--- src/rtl/gpio_debounce.sv ---
// Per-pin two-flop synchronizer followed by a stable-count debounce filter,
// producing debounced levels plus registered rise/fall/any-edge pulses.
module gpio_debounce #(
  parameter int unsigned AW = 32,
  parameter int unsigned CW = 8
) (
  input  logic          clk,
  input  logic          nreset,
  input  logic [AW-1:0] pad_in,
  input  logic [CW-1:0] cfg_period,
  input  logic [AW-1:0] cfg_bypass,
  output logic [AW-1:0] gpio_in,
  output logic [AW-1:0] rise,
  output logic [AW-1:0] fall,
  output logic          edge_any
);

  logic [AW-1:0] sync1;
  logic [AW-1:0] sync2;
  logic [AW-1:0] state;
  logic [AW-1:0] state_next;
  logic [AW-1:0] rise_next;
  logic [AW-1:0] fall_next;
  logic [CW-1:0] cnt      [AW];
  logic [CW-1:0] cnt_next [AW];

  always_ff @(posedge clk or negedge nreset) begin
    if (!nreset) begin
      sync1 <= '0;
      sync2 <= '0;
    end else begin
      sync1 <= pad_in;
      sync2 <= sync1;
    end
  end

  // The >= compare lets a period lowered mid-count commit on the next edge
  // and keeps the counter from ever passing cfg_period.
  always_comb begin
    state_next = state;
    rise_next  = '0;
    fall_next  = '0;
    for (int unsigned i = 0; i < AW; i++) begin
      cnt_next[i] = '0;
      if (cfg_bypass[i]) begin
        state_next[i] = sync2[i];
      end else if (sync2[i] != state[i]) begin
        if (cnt[i] < cfg_period) begin
          cnt_next[i] = CW'(cnt[i] + 1'b1);
        end else begin
          state_next[i] = sync2[i];
        end
      end
      rise_next[i] = state_next[i] & ~state[i];
      fall_next[i] = ~state_next[i] & state[i];
    end
  end

  always_ff @(posedge clk or negedge nreset) begin
    if (!nreset) begin
      state    <= '0;
      rise     <= '0;
      fall     <= '0;
      edge_any <= 1'b0;
      for (int unsigned i = 0; i < AW; i++) begin
        cnt[i] <= '0;
      end
    end else begin
      state    <= state_next;
      rise     <= rise_next;
      fall     <= fall_next;
      edge_any <= |(rise_next | fall_next);
      for (int unsigned i = 0; i < AW; i++) begin
        cnt[i] <= cnt_next[i];
      end
    end
  end

  assign gpio_in = state;

endmodule

--- config.mk ---
export PLATFORM = sky130hd
export DESIGN_NAME = gpio_debounce
export DESIGN_NICKNAME = d
export VERILOG_FILES = /design/src/rtl/gpio_debounce.sv
export SDC_FILE = /design/constraint.sdc
export NUM_CORES = 1
export LEC_CHECK = 0
export CORE_MARGIN = 8
export CORE_UTILIZATION = 50
export DETAILED_ROUTE_END_ITERATION = 8
export MAX_ROUTING_LAYER = met4
export PLACE_DENSITY_LB_ADDON = 0.12
export SYNTH_ARGS = -nofsm -noshare
export SYNTH_HDL_FRONTEND = slang
export SYNTH_SLANG_ARGS = --single-unit
--- constraint.sdc ---
create_clock -name clk -period 3.2 [get_ports clk]
set_clock_uncertainty 0.05 [all_clocks]
set_input_delay 0.48 -clock clk [delete_from_list [all_inputs] [get_ports clk]]
set_output_delay 0.48 -clock clk [all_outputs]
set_load 0.05 [all_outputs]
==> impl_metrics.ini <==
[run_status]
status = completed

[die]
die_w_microns = 228
boundaryPins = 171
initial_core_util_pct = 50.7
dieHeight_microns = 228
rows = 77
core_area_sq_um = 44300
die_area_sq_um = 51900

[route]
drcViolationCount = 0
routed_wl_microns = 53700
drtPass1Iterations = 4
drt_iter0_markers = 895
wl_per_cell_microns = 18.0
ant_nets = 0
vias_per_cell = 5.43
vias = 16200

[worst_hold_path]
hold_class = input port to flip-flop
holdPathStages = 1

[place]
port_buffers = 170
place_congestion = 0.835
dp_hpwl_microns = 38500

[logic_synthesis]
synth_top_area_share_pct = 46.5
synth_compound_area_share_pct = 8.42
synth_area_sq_um = 22500
yosysSeqAreaShare_pct = 46.5
netlist_instances = 1964
synth_xor_area_share_pct = 8.74
synth_nets = 2358
yosys-top-cells-area = dfrtp_1 46%, ha_1 18%, xor2_1 6.0%, nor2_1 4.6%, nand3_1 3.4%
async_reset_ff_share_pct = 100
yosysTopAreaCell = dfrtp_1
syn-mean-instance-area_sq_um = 11.4
synthMuxAreaShare_pct = 3.03
synth_top_family_by_area = adder cells
synth_fa_ha_area_share_pct = 17.8
synth-simple-area-share_pct = 14.3
yosys_register_bits = 417
synth_warnings = 0
ys_types = 36
synth_edf_count = 0
synth-main-ff-cell = dfrtp_1

[grt]
antenna_found_initial = 1
gr-total-overflow = 0
grt_max_degree = 77
grtUsageTotal_pct = 21.1
grt_pass1_wl_microns = 88600
grt_pass1_vias = 16800

[power_and_ir_drop]
peakVddDrop_mv = 0.366
p_clk_share_pct = 40.0
power-per-cell-area_nw_per_um2 = 474
power.total_mw = 13.4
pwr-share-comb_pct = 17.1
internal_power_mw = 9.70
power_switching_mw = 3.71
switching_share_pct = 27.7
power.leakage_nw = 13.5
seq_power_share_pct = 42.9

[worst_setup_path]
endpoint_kind = flip-flop
cp.required_ps = 3590
crit_fanout = 7
path_class = input port to flip-flop
r2r_cells = 8
cp-start-kind = input port
cp.arrival_ps = 3490

[timing]
relSlewSlack_pct = 27.6
worst_pin_slew_ps = 1070
finalSetupViolCount = 0
hold_viol = 0
tns_ps = 0
fin_crit_sh_pct = 96.7
min_period_ps = 3100
holdWs_ps = 286
slew_viol_final = 0
fmax_mhz = 323

[clocking]
cts.clk_slew.worst_paths_ps = 60
cts_root_buf = clkbuf_16
worstSkewPairLatency_ps = 580
h-tree-depth = 2
numCtsBuffers = 46
numClockSinks = 417
cts_buffer_depth = 3
cts_tree = done

[final_layout]
areaGrowthSynthToFinish_pct = 26.2
final_common_cell = dfrtp_1
mostFrequentLayoutCells = 417 x dfrtp_1, 310 x ha_1, 274 x nor2_1, 162 x clkdlybuf4s50_1
drive_above_1_share_pct = 15.0
nets = 2750

[job]
maxCapViolCount = 0
[path summary, 6_finish.rpt]
| check | from | endpoint | slack (ps) |
|---|---|---|---|
| min in group asynchronous | nreset | fall[14]$_DFF_PN0_ | 440 |
| worst max-delay path | cfg_period[6] | edge_any$_DFF_PN0_ | 100 |
| worst min-delay path | pad_in[31] | sync1[31]$_DFF_PN0_ | 290 |
| worst max register to register | cnt[209]$_DFF_PN0_ | edge_any$_DFF_PN0_ | 260 |
| worst min register to register | sync1[22]$_DFF_PN0_ | sync2[22]$_DFF_PN0_ | 300 |
| max in group asynchronous | nreset | cnt[119]$_DFF_PN0_ | 1790 |
[worst max-delay path: stages]
cell             delay [ps]
clkdlybuf4s50_1         470
inv_2                    70
buf_12                  150
buf_12                  130
buf_4                   140
ha_1                    300
o21ai_0                 180
o21a_1                  180
o31ai_4                  90
mux2_1                  360
ha_1                    300
nand4_1                 220
nor4_2                  330
nand2_1                  80
[flip-flops by register name, summed over array words and instances, names as in the netlist]
| name | flops |
|---|---|
| fall | 32 |
| sync2 | 32 |
| rise | 32 |
| cnt | 256 |
| gpio_in | 32 |
| edge_any | 1 |
| sync1 | 32 |
[cells by family (layout without fill, tap and decap cells)]
logic type / after synthesis / count (layout)
and+or+nand+nor: 663 / 663
DFF: 417 / 417
adders and majority gates: 320 / 320
xor gates and xnor gates: 224 / 224
AOI/OAI and AO/OA: 206 / 206
buffers and inverters: 70 / 493
muxes: 64 / 64
other: 0 / 1
[layer usage]
layer	track usage [%]	up-vias	part of all wire, %
met2	34.8	255	49
met4	5.39	0	2.0
met3	3.07	74	3.2
met1	27.3	7997	46
li1	-	7851	-
met5	-	-	0
[timing repair]
item | CTS | global route
hold buffers | 1 | 0
buffers inserted | 20 | 3
hold endpoints to repair | 69 | 0
pin swaps | 12 | 18
endpoints found under the setup margin | 1 | 1
cloned | 0 | 0
resized for setup | 38 | 24
[power groups by stage]
stage	logic (mW)	clock network, mW	registers, mW
floorplan	0.796	0	6.23
finish	2.29	5.37	5.76
detailed placement	2.22	0	5.85
global route	2.48	5.72	5.79
global placement	2.19	0	5.84
CTS	2.29	5.52	5.76
[synth_stat cells (3+ instances only)]
cell,instances
dfrtp_1,417
ha_1,320
nor2_1,274
nand3_1,153
xor2_1,153
xnor2_1,71
inv_1,67
and3_1,60
nand4_1,46
o21a_1,42
o31ai_1,36
nor3_1,35
mux2i_1,32
nand2b_1,32
a2111oi_2,30
a211oi_1,28
nand2_1,27
mux2_2,19
and4_1,17
a2111oi_0,13
mux2_1,13
a21o_1,12
or2_2,12
o21ai_0,10
o211ai_1,9
o311ai_1,8
a211o_1,5
a21boi_0,4
nor3b_1,4
o31ai_4,4
buf_4,3
[metrics by stage]
stage                     std cells  instance area (sq um)  utilization (%)  setup WS (ps)
after floorplan                1964                  22500                -           13.1
after global placement         2877                  26300             59.4          -1190
after detailed placement       2877                  26300             59.4          -1190
after CTS                      2976                  28200             63.5           35.5
after global routing           2980                  28300             63.9          -14.2
final                          2980                  28300             63.9            105
[cell type report]
cell class                 instances  area, sq um
antenna                            1         2.50
timing repair buffer             347         3330
clock inverter                    10          128
fill                            3509        16000
tap                              592          741
sequential                       417        10400
clock buffer                      69         1400
inverter                          67          264
multi-input combinational       1477        12000
Note: power is estimated with default switching activity, not from simulation.
